<file path="config.mk">
export PLATFORM = sky130hd
export DESIGN_NAME = lsu_mem_master_flat
export DESIGN_NICKNAME = d
export VERILOG_FILES = /design/src/rtl/lsu_mem_master_if.sv /design/src/rtl/lsu_mem_master.sv /design/src/flat_wrapper.sv
export SDC_FILE = /design/constraint.sdc
export NUM_CORES = 1
export LEC_CHECK = 0
export ABC_AREA = 1
export CAP_MARGIN = 40
export CORE_MARGIN = 2
export CORE_UTILIZATION = 51
export CTS_BUF_LIST = sky130_fd_sc_hd__clkbuf_4 sky130_fd_sc_hd__clkbuf_8
export CTS_CLUSTER_DIAMETER = 40
export CTS_CLUSTER_SIZE = 28
export DETAILED_ROUTE_END_ITERATION = 6
export PLACE_DENSITY = 0.83
export RECOVER_POWER = 50
export SLEW_MARGIN = 5
export SYNTH_ARGS = -nofsm -noshare
export SYNTH_HDL_FRONTEND = slang
export SYNTH_SLANG_ARGS = --single-unit
</file>
<file path="constraint.sdc">
create_clock -name Clk -period 3.51 [get_ports Clk]
set_clock_uncertainty 0.15 [all_clocks]
set_input_delay 0.702 -clock Clk [delete_from_list [all_inputs] [get_ports Clk]]
set_output_delay 0.702 -clock Clk [all_outputs]
set_load 0.03 [all_outputs]
</file>
<file path="src/rtl/lsu_mem_master_if.sv">
// Request/response and data_mem bus bundle for the load/store memory master.
// Handshake: a request transfers on a rising Clk edge where req_valid and req_ready are both high;
// rsp_valid is a single-cycle pulse with no backpressure.
interface lsu_mem_master_if #(
    parameter int ADDR_W = 32
);
    logic              req_valid;
    logic              req_ready;
    logic              req_we;
    logic [1:0]        req_size;
    logic              req_signed;
    logic [ADDR_W-1:0] req_addr;
    logic [31:0]       req_wdata;
    logic              rsp_valid;
    logic [31:0]       rsp_rdata;
    logic              rsp_err;
    logic              MemRun;
    logic              MemWr;
    logic [ADDR_W-1:0] MemAddr;
    logic [31:0]       MemDataIn;
    logic [31:0]       MemDataOut;

    modport slave (
        input  req_valid, req_we, req_size, req_signed, req_addr, req_wdata, MemDataOut,
        output req_ready, rsp_valid, rsp_rdata, rsp_err, MemRun, MemWr, MemAddr, MemDataIn
    );

    modport master (
        output req_valid, req_we, req_size, req_signed, req_addr, req_wdata, MemDataOut,
        input  req_ready, rsp_valid, rsp_rdata, rsp_err, MemRun, MemWr, MemAddr, MemDataIn
    );
endinterface

</file>
<file path="src/rtl/lsu_mem_master.sv">
// Load/store initiator for a word-wide data_mem: byte/half/word access, sub-word stores as
// read-modify-write, sign/zero-extended sub-word loads, error response for illegal requests.
module lsu_mem_master #(
    parameter int MEM_BYTES = 128,
    parameter int ADDR_W    = 32
) (
    input  logic               Clk,
    input  logic               Rst_n,
    lsu_mem_master_if.slave    bus,
    output logic [1:0]         dbg_state
);

    typedef enum logic [1:0] {
        IDLE = 2'd0,
        RD   = 2'd1,
        WR   = 2'd2,
        RESP = 2'd3
    } state_t;

    state_t            state;
    logic              rdy;
    logic              mem_run;
    logic              mem_wr;
    logic [ADDR_W-1:0] mem_addr;
    logic [31:0]       mem_din;
    logic              rsp_valid;
    logic              rsp_err;
    logic [31:0]       rsp_rdata;

    logic              l_we;
    logic              l_signed;
    logic [1:0]        l_size;
    logic [1:0]        l_off;
    logic [31:0]       l_wdata;

    logic              acc_err;

    function automatic logic [31:0] extract(input logic [31:0] w, input logic [1:0] off,
                                            input logic [1:0] size, input logic sgn);
        logic [7:0]  b;
        logic [15:0] h;
        case (off)
            2'd0:    b = w[7:0];
            2'd1:    b = w[15:8];
            2'd2:    b = w[23:16];
            default: b = w[31:24];
        endcase
        h = off[1] ? w[31:16] : w[15:0];
        case (size)
            2'b00:   extract = {{24{sgn & b[7]}}, b};
            2'b01:   extract = {{16{sgn & h[15]}}, h};
            default: extract = w;
        endcase
    endfunction

    function automatic logic [31:0] merge(input logic [31:0] w, input logic [1:0] off,
                                          input logic [1:0] size, input logic [31:0] wd);
        logic [31:0] m;
        m = w;
        case (size)
            2'b00: begin
                case (off)
                    2'd0:    m[7:0]   = wd[7:0];
                    2'd1:    m[15:8]  = wd[7:0];
                    2'd2:    m[23:16] = wd[7:0];
                    default: m[31:24] = wd[7:0];
                endcase
            end
            2'b01: begin
                if (off[1]) m[31:16] = wd[15:0];
                else        m[15:0]  = wd[15:0];
            end
            default: m = wd;
        endcase
        merge = m;
    endfunction

    // Anything not naturally aligned, outside memory or of size 11 is rejected without a memory cycle.
    always_comb begin
        acc_err = (bus.req_size == 2'b11)
                | ((bus.req_size == 2'b01) & bus.req_addr[0])
                | ((bus.req_size == 2'b10) & (bus.req_addr[1:0] != 2'b00))
                | (bus.req_addr >= ADDR_W'(MEM_BYTES));
    end

    always_ff @(posedge Clk or negedge Rst_n) begin
        if (!Rst_n) begin
            state     <= IDLE;
            rdy       <= 1'b0;
            mem_run   <= 1'b0;
            mem_wr    <= 1'b0;
            mem_addr  <= '0;
            mem_din   <= '0;
            rsp_valid <= 1'b0;
            rsp_err   <= 1'b0;
            rsp_rdata <= '0;
            l_we      <= 1'b0;
            l_signed  <= 1'b0;
            l_size    <= '0;
            l_off     <= '0;
            l_wdata   <= '0;
        end else begin
            mem_run <= 1'b1;
            case (state)
                IDLE: begin
                    if (rdy && bus.req_valid) begin
                        rdy      <= 1'b0;
                        l_we     <= bus.req_we;
                        l_signed <= bus.req_signed;
                        l_size   <= bus.req_size;
                        l_off    <= bus.req_addr[1:0];
                        l_wdata  <= bus.req_wdata;
                        if (acc_err) begin
                            state     <= RESP;
                            rsp_valid <= 1'b1;
                            rsp_err   <= 1'b1;
                            rsp_rdata <= '0;
                        end else if (!bus.req_we || (bus.req_size != 2'b10)) begin
                            state    <= RD;
                            mem_addr <= {bus.req_addr[ADDR_W-1:2], 2'b00};
                        end else begin
                            state    <= WR;
                            mem_addr <= {bus.req_addr[ADDR_W-1:2], 2'b00};
                            mem_wr   <= 1'b1;
                            mem_din  <= bus.req_wdata;
                        end
                    end else begin
                        rdy <= 1'b1;
                    end
                end
                RD: begin
                    if (!l_we) begin
                        state     <= RESP;
                        mem_addr  <= '0;
                        rsp_valid <= 1'b1;
                        rsp_err   <= 1'b0;
                        rsp_rdata <= extract(bus.MemDataOut, l_off, l_size, l_signed);
                    end else begin
                        state   <= WR;
                        mem_wr  <= 1'b1;
                        mem_din <= merge(bus.MemDataOut, l_off, l_size, l_wdata);
                    end
                end
                WR: begin
                    state     <= RESP;
                    mem_wr    <= 1'b0;
                    mem_addr  <= '0;
                    mem_din   <= '0;
                    rsp_valid <= 1'b1;
                    rsp_err   <= 1'b0;
                    rsp_rdata <= '0;
                end
                default: begin
                    state     <= IDLE;
                    rdy       <= 1'b1;
                    rsp_valid <= 1'b0;
                    rsp_err   <= 1'b0;
                    rsp_rdata <= '0;
                end
            endcase
        end
    end

    assign bus.req_ready = rdy;
    assign bus.rsp_valid = rsp_valid;
    assign bus.rsp_err   = rsp_err;
    assign bus.rsp_rdata = rsp_rdata;
    assign bus.MemRun    = mem_run;
    assign bus.MemWr     = mem_wr;
    assign bus.MemAddr   = mem_addr;
    assign bus.MemDataIn = mem_din;
    assign dbg_state     = state;

endmodule

</file>
<file path="src/flat_wrapper.sv">
// flat-port wrapper written by rule: the top's interface ports become plain ports
module lsu_mem_master_flat 
#(
    parameter int MEM_BYTES = 128,
    parameter int ADDR_W    = 32
)
  (Clk, Rst_n, dbg_state, bus_req_valid, bus_req_we, bus_req_size, bus_req_signed, bus_req_addr, bus_req_wdata, bus_MemDataOut, bus_req_ready, bus_rsp_valid, bus_rsp_rdata, bus_rsp_err, bus_MemRun, bus_MemWr, bus_MemAddr, bus_MemDataIn);
  lsu_mem_master_if #(.ADDR_W(ADDR_W)) bus_i ();
  input  logic Clk;
  input  logic Rst_n;
  output logic [1:0] dbg_state;
  input wire logic [$bits(bus_i.req_valid)-1:0] bus_req_valid;
  input wire logic [$bits(bus_i.req_we)-1:0] bus_req_we;
  input wire logic [$bits(bus_i.req_size)-1:0] bus_req_size;
  input wire logic [$bits(bus_i.req_signed)-1:0] bus_req_signed;
  input wire logic [$bits(bus_i.req_addr)-1:0] bus_req_addr;
  input wire logic [$bits(bus_i.req_wdata)-1:0] bus_req_wdata;
  input wire logic [$bits(bus_i.MemDataOut)-1:0] bus_MemDataOut;
  output wire logic [$bits(bus_i.req_ready)-1:0] bus_req_ready;
  output wire logic [$bits(bus_i.rsp_valid)-1:0] bus_rsp_valid;
  output wire logic [$bits(bus_i.rsp_rdata)-1:0] bus_rsp_rdata;
  output wire logic [$bits(bus_i.rsp_err)-1:0] bus_rsp_err;
  output wire logic [$bits(bus_i.MemRun)-1:0] bus_MemRun;
  output wire logic [$bits(bus_i.MemWr)-1:0] bus_MemWr;
  output wire logic [$bits(bus_i.MemAddr)-1:0] bus_MemAddr;
  output wire logic [$bits(bus_i.MemDataIn)-1:0] bus_MemDataIn;
  assign bus_i.req_valid = bus_req_valid;
  assign bus_i.req_we = bus_req_we;
  assign bus_i.req_size = bus_req_size;
  assign bus_i.req_signed = bus_req_signed;
  assign bus_i.req_addr = bus_req_addr;
  assign bus_i.req_wdata = bus_req_wdata;
  assign bus_i.MemDataOut = bus_MemDataOut;
  assign bus_req_ready = bus_i.req_ready;
  assign bus_rsp_valid = bus_i.rsp_valid;
  assign bus_rsp_rdata = bus_i.rsp_rdata;
  assign bus_rsp_err = bus_i.rsp_err;
  assign bus_MemRun = bus_i.MemRun;
  assign bus_MemWr = bus_i.MemWr;
  assign bus_MemAddr = bus_i.MemAddr;
  assign bus_MemDataIn = bus_i.MemDataIn;
  lsu_mem_master #(.MEM_BYTES(MEM_BYTES), .ADDR_W(ADDR_W)) u_core (.Clk(Clk), .Rst_n(Rst_n), .bus(bus_i), .dbg_state(dbg_state));
endmodule
</file>
== Word-level counts from Yosys, hierarchy flattened ==
Index checks and enable logic that the tools add are counted.
Cells by class
  $lt $le $gt $ge: 1
  equality and inequality tests: 15
  mux-type cells: 43
  bitwise logic cells: 7
  reductions and logical operators: 14
Operator list (number)
  $mux 32: 10
  $pmux 32 s2: 3
  $pmux 32 s3: 2
  $mux 16: 3
  $mux 8: 6
  $ge 32x8->1 const B: 1
  $pmux 8 s3: 1
  $mux 1: 10
  $eq 2x1->1 const B: 4
  $eq 2x2->1 const B: 4
  $ne 2x2->1 const B: 4
  $logic_not 2->1: 3
  $mux 2: 3
  $ne 2x1->1 const B: 3
  $pmux 1 s3: 2
  $pmux 2 s3: 1
  $reduce_and 5->1: 1
  $and 1x1->1: 4
  $pmux 1 s2: 2
  $reduce_and 4->1: 1
  $or 1x1->1: 3
  $reduce_and 3->1: 1
  $reduce_bool 3->1: 1
  $reduce_or 3->1: 1
  other kinds (6): 6
Storage, ports and cells
  bits in registers: 141
  input port bits: 103

== Logic depth before layout (Yosys ltp) ==
  word-level depth: 8
  mapped depth: 13
  depth with buffers taken out: 11

== Worst setup path after synthesis ==
No wires, ideal clock.
  path type: register to register
  start: register u_core.state[0], in the netlist u_core.dbg_state[0]
  end: register u_core.mem_din[14], in the netlist u_core.bus.MemDataIn[14]
  setup time: 0.119 ns
  arrival: 1.786 ns
  data required time: 3.241 ns
  slack: 1.455 ns
  stages on the path, launching flop included: 11
  path buffers: 2
  cell sequence: dfrtp_1 -> inv_1 -> ha_1 -> buf_4 -> inv_2 -> a21oi_4 -> nor2_2 -> nand3_2 -> buf_2 -> nand2_1 -> nand2_1
On the way
  word-level cells in the longest chain between the ends: 3
  elaborated cells on any way between the ends: 10
  those cells by class: 6 x eq/ne; 1 x mux; 3 x reduce/logical
Ends and longest elaborated chain
  from (decl): line lsu_mem_master.sv:20  | state_t state;
  from (signal assigned): line lsu_mem_master.sv:88  | state <= IDLE;
  from (signal assigned): line lsu_mem_master.sv:114  | state <= RESP;
  from (signal assigned): line lsu_mem_master.sv:119  | state <= RD;
  $eq 2x1->1 (tied with other cells): line lsu_mem_master.sv:104  | case (state)
  $ne 2x1->1 (no source line) (tied with other cells)
  $reduce_and 5->1 (no source line)
  to (signal assigned): line lsu_mem_master.sv:125  | mem_din <= bus.req_wdata;
  to (signal assigned): line lsu_mem_master.sv:141  | mem_din <= merge(bus.MemDataOut, l_off, l_size, l_wdata);
  to (decl): line lsu_mem_master.sv:25  | logic [31:0] mem_din;
Several ways; a longest one is shown, not always the timed one.
A chain may end at the register's enable or synchronous reset.

== Final worst setup path ==
  start: input bus_req_addr[10]
  end: register u_core.rsp_rdata[15], in the netlist u_core.bus.rsp_rdata[15]
On the way
  word-level cells in the longest chain between the ends: 4
Ends and longest elaborated chain
  from (decl): line flat_wrapper.sv:16  | input wire logic [$bits(bus_i.req_addr)-1:0] bus_req_addr;
  $ge 32x8->1: line lsu_mem_master.sv:83  | | (bus.req_addr >= ADDR_W'(MEM_BYTES));
  $or 1x1->1: line lsu_mem_master.sv:83
  $ne 2x1->1 (no source line)
  $reduce_and 3->1 (no source line)
  to (signal assigned): line lsu_mem_master.sv:137  | rsp_rdata <= extract(bus.MemDataOut, l_off, l_size, l_signed);
  to (decl): line lsu_mem_master.sv:28  | logic [31:0] rsp_rdata;
Every way passes these cells.

==> results.toml <==
[run_status]
outcome = "complete, but fails checks"
failing_checks = "max-capacitance violations, max-slew violations"

[worst_setup_path]
worstSetupStartpointType = "primary input"
r2r.worst_path.cells = 10
cp-end-kind = "flip-flop"
worst-path-max-fanout = 68
worstPathCellList = "clkdlybuf4s50_1, inv_1, nand2_1, nor2_1, nand2_1, nor2_1, nand4_1, nand2_2, clkbuf_2, o21ai_0"
critical_path.n_buffers_inverters = 3
critical_setup_path_class = "primary input to flip-flop"
crit_arrival_ns = 3.01
reg2reg_slack_ns = 0.68
max_stage_delay_ns = 0.84
critical_path.slowest_cell = "sky130_fd_sc_hd__clkbuf_2"
cp.depth = 10
worst_ep_required_time_ns = 3.64
delay_heaviest_family_cp = "buffers and inverters"

[yosys]
area_share_of_and_or_nand_nor_cells_after_synthesis = 0.3500
synth_cells = 1101
synth_most_common_cell = "sky130_fd_sc_hd__nand2_1"
synth_top_cell_area_share = 0.4361
synth_top_cells_by_count = "490 x sky130_fd_sc_hd__nand2_1, 139 x sky130_fd_sc_hd__dfrtp_1, 83 x sky130_fd_sc_hd__nand3_1, 75 x sky130_fd_sc_hd__o21ai_1, 60 x sky130_fd_sc_hd__inv_1"
yosys.area_share.xor_xnor = 0
synth_enable_flop_cells = 0
ys_dominant_reg_cell = "sky130_fd_sc_hd__dfrtp_1"
post_synth_fa_ha_maj_area_fraction = 0.006275
synth_top_family_by_area = "simple AND/OR/NAND/NOR gates"
synth.largest_area_cell = "sky130_fd_sc_hd__dfrtp_1"
mappedNetlistArea_um2 = 7976
mean_instance_size_in_the_synthesized_netlist_um2 = 7.245
postSynthRegisterBits = 139
synth-async-reset-ratio = 1.000
muxShareOfSynthArea = 0.03671
ys_top_cells_by_area = "sky130_fd_sc_hd__dfrtp_1 44%, sky130_fd_sc_hd__nand2_1 23%, sky130_fd_sc_hd__nand3_1 5.2%"
ys_seq_area_frac = 0.4361
synth_cell_type_count = 32
synth-compound-area-share = 0.09302
synth_warnings = 0

[power_and_ir_drop]
total_leakage_power_nw = 5.057
worst_vdd_rail_ir_drop_mv = 0.7750
power_density_nw_per_um2 = 997.3
fin_total_pwr_w = 0.01042

[grt]
gr-usage-met2 = 0.4949
antenna_found_initial = 0
grt.met3_usage = 0.08753
global_route_wire_length_before_repair_mm = 39.13
grt_pass1_vias = 7543
groute.usage.overall = 0.3042
grt_max_degree = 82
grt_overflow_total = 0
met1_usage = 0.3979
busiest_layer = "met2"

[sta]
timing_hold_violations_final = 0
max_freq_ghz = 0.3474
whs_ns = 0.3319
tightest_slew_ns = 2.053
final_min_period_over_clock_period = 0.8201
finalWorstPathRequiredPeriod_ns = 2.879
setup_viol_count_final = 0
timing.slew.headroom = -0.3690
worst_slack_ns = 0.6314
final_max_slew_viol_count = 82
tns_ns = 0
rsz_0062_raised_after_global_routing = "no"

[cells_and_area]
final_design_utilization = 0.6845
syn2layout_area_growth_pct = 30.95
fill_cells = 1273
drive_above_1_share = 0.08041
finish.net_count = 1376
n_antenna_cell = 0

[detailed_routing]
dr_total_vias = 7928
ant_nets = 0
first_pass_iters = 7
drc = 0
drt_iter0_drc = 755
vias_per_cell = 5.314
wl_per_cell_um = 16.41
post_route_wl_mm = 24.49

[hold_path]
class_of_the_tightest_hold_or_removal_check = "flip-flop to flip-flop"
hold-path-cell-count = 2

[placed_design]
dpl_worst_slack_ns = 0.4587
gp_routability_congestion = 0.9423
numPortBuffers = 203
place_hpwl_mm = 17.86

[clock_network]
root_buffer = "sky130_fd_sc_hd__clkbuf_8"
cts_hold_buffers = 0
inserted_clock_buffers = 17
post_cts_resize_count = 0
clock_tree.buffer_depth = 2
cts_num_sinks = 139
cts.clk_slew.worst_paths_ns = 0.08
cts.repair_timing.setup_buffer_count = 0
cts_tree = "yes"
insertion_delay_ns = 0.46
cts.htree.levels = 4

[die]
pin_count = 206
core_area_um2 = 15260
die_width_um = 129.1
die_height_um = 129.1
start_util = 0.5228
std_cell_rows = 45
design.die.area_um2 = 16660

[flow_run]
max_cap_violations = 1
==> layout by cell type, fill, tap and decap left out, types with 3 or more instances in the layout <==
master	instances
sky130_fd_sc_hd__a21boi_1	15
sky130_fd_sc_hd__a21oi_1	18
sky130_fd_sc_hd__buf_4	10
sky130_fd_sc_hd__bufinv_16	3
sky130_fd_sc_hd__clkbuf_2	4
sky130_fd_sc_hd__clkbuf_8	18
sky130_fd_sc_hd__clkdlybuf4s50_1	199
sky130_fd_sc_hd__clkinv_4	3
sky130_fd_sc_hd__clkinvlp_4	3
sky130_fd_sc_hd__conb_1	3
sky130_fd_sc_hd__dfrtp_1	139
sky130_fd_sc_hd__dlygate4sd3_1	3
sky130_fd_sc_hd__ha_1	4
sky130_fd_sc_hd__inv_1	60
sky130_fd_sc_hd__inv_2	8
sky130_fd_sc_hd__mux2_2	26
sky130_fd_sc_hd__nand2_1	490
sky130_fd_sc_hd__nand2_2	3
sky130_fd_sc_hd__nand3_1	82
sky130_fd_sc_hd__nand3_2	12
sky130_fd_sc_hd__nand4_1	35
sky130_fd_sc_hd__nor2_1	26
sky130_fd_sc_hd__nor2_2	3
sky130_fd_sc_hd__o211ai_1	6
sky130_fd_sc_hd__o21ai_0	21
sky130_fd_sc_hd__o21ai_1	71
==> kinds of logic (layout without fill, tap and decap cells) <==
family / count (synthesis) / count (layout)
AO/OA/AOI/OAI: 134 / 134
adder cells (fa/ha/maj): 4 / 4
buffers and inverters: 138 / 317
flip-flops: 139 / 139
multiplexers: 26 / 26
other: 2 / 3
AND/OR/NAND/NOR: 658 / 658
==> metrics by stage <==
step | cells | instance area [µm²]
after CTS | 1492 | 10480
after detailed placement | 1461 | 10060
after floorplan | 1102 | 7980
after global placement | 1461 | 10060
final | 1492 | 10450
after global routing | 1492 | 10450
==> final timing paths <==
check	endpoint	startpoint
hold / removal	u_core.bus.MemDataIn[24]$_DFFE_PN0P_	u_core.bus.MemDataIn[24]$_DFFE_PN0P_
setup / recovery	u_core.bus.rsp_rdata[15]$_DFFE_PN0P_	bus_req_addr[10]
hold reg to reg	u_core.bus.MemDataIn[24]$_DFFE_PN0P_	u_core.bus.MemDataIn[24]$_DFFE_PN0P_
max in group asynchronous	u_core.l_wdata[19]$_DFFE_PN0P_	Rst_n
min in group asynchronous	u_core.bus.rsp_rdata[22]$_DFFE_PN0P_	Rst_n
setup reg to reg	u_core.bus.rsp_rdata[15]$_DFFE_PN0P_	u_core.dbg_state[0]$_DFFE_PN0N_
==> worst register-to-register path, cell delays in order (launching register included) <==
cell	delay, ns
sky130_fd_sc_hd__dfrtp_1	0.44
sky130_fd_sc_hd__inv_1	0.11
sky130_fd_sc_hd__ha_1	0.35
sky130_fd_sc_hd__inv_2	0.09
sky130_fd_sc_hd__a21oi_4	0.21
sky130_fd_sc_hd__inv_1	0.06
sky130_fd_sc_hd__nand2_1	0.07
sky130_fd_sc_hd__inv_2	0.03
sky130_fd_sc_hd__nand2_2	0.05
sky130_fd_sc_hd__clkbuf_2	0.84
sky130_fd_sc_hd__o21ai_0	0.25
==> state kept, by name, indices dropped and copies added, names as in the netlist <==
name,cells
u_core.l_signed,1
u_core.l_size,2
u_core.bus.rsp_rdata,32
u_core.bus.MemAddr,30
u_core.bus.MemRun,1
u_core.dbg_state,2
u_core.l_we,1
u_core.bus.rsp_err,1
u_core.bus.rsp_valid,1
u_core.bus.req_ready,1
u_core.bus.MemDataIn,32
u_core.l_wdata,32
u_core.l_off,2
u_core.bus.MemWr,1
==> cell type report <==
cell class / count / area, µm² / share of cell area
multi-input cells: 825 / 3892 / 0.3727
clock inverters: 13 / 166.4 / 0.01593
inverters: 68 / 255.2 / 0.02444
flip-flops and latches: 139 / 3478 / 0.3330
repair buffers: 218 / 2141 / 0.2050
clock buffers: 18 / 247.7 / 0.02372
well taps: 211 / 264.0 / 0.02528
==> layer usage <==
layer | share of wire | vias to the layer above | routed length, µm
met3 | 0.086 | 42 | 2113
met2 | 0.48 | 340 | 11650
li1 | - | 3879 | -
met4 | 0.022 | 0 | 538
met5 | 0 | - | 0
met1 | 0.42 | 3667 | 10190
==> report_power, final <==
group	total [W]	internal [W]	switching [W]	leakage, nW
Sequential	0.00282	0.00231	0.000514	1.76
Combinational	0.00621	0.00218	0.00403	3.09
Clock	0.00138	0.000722	0.000662	0.201
Power figures use the tool's default switching activity.
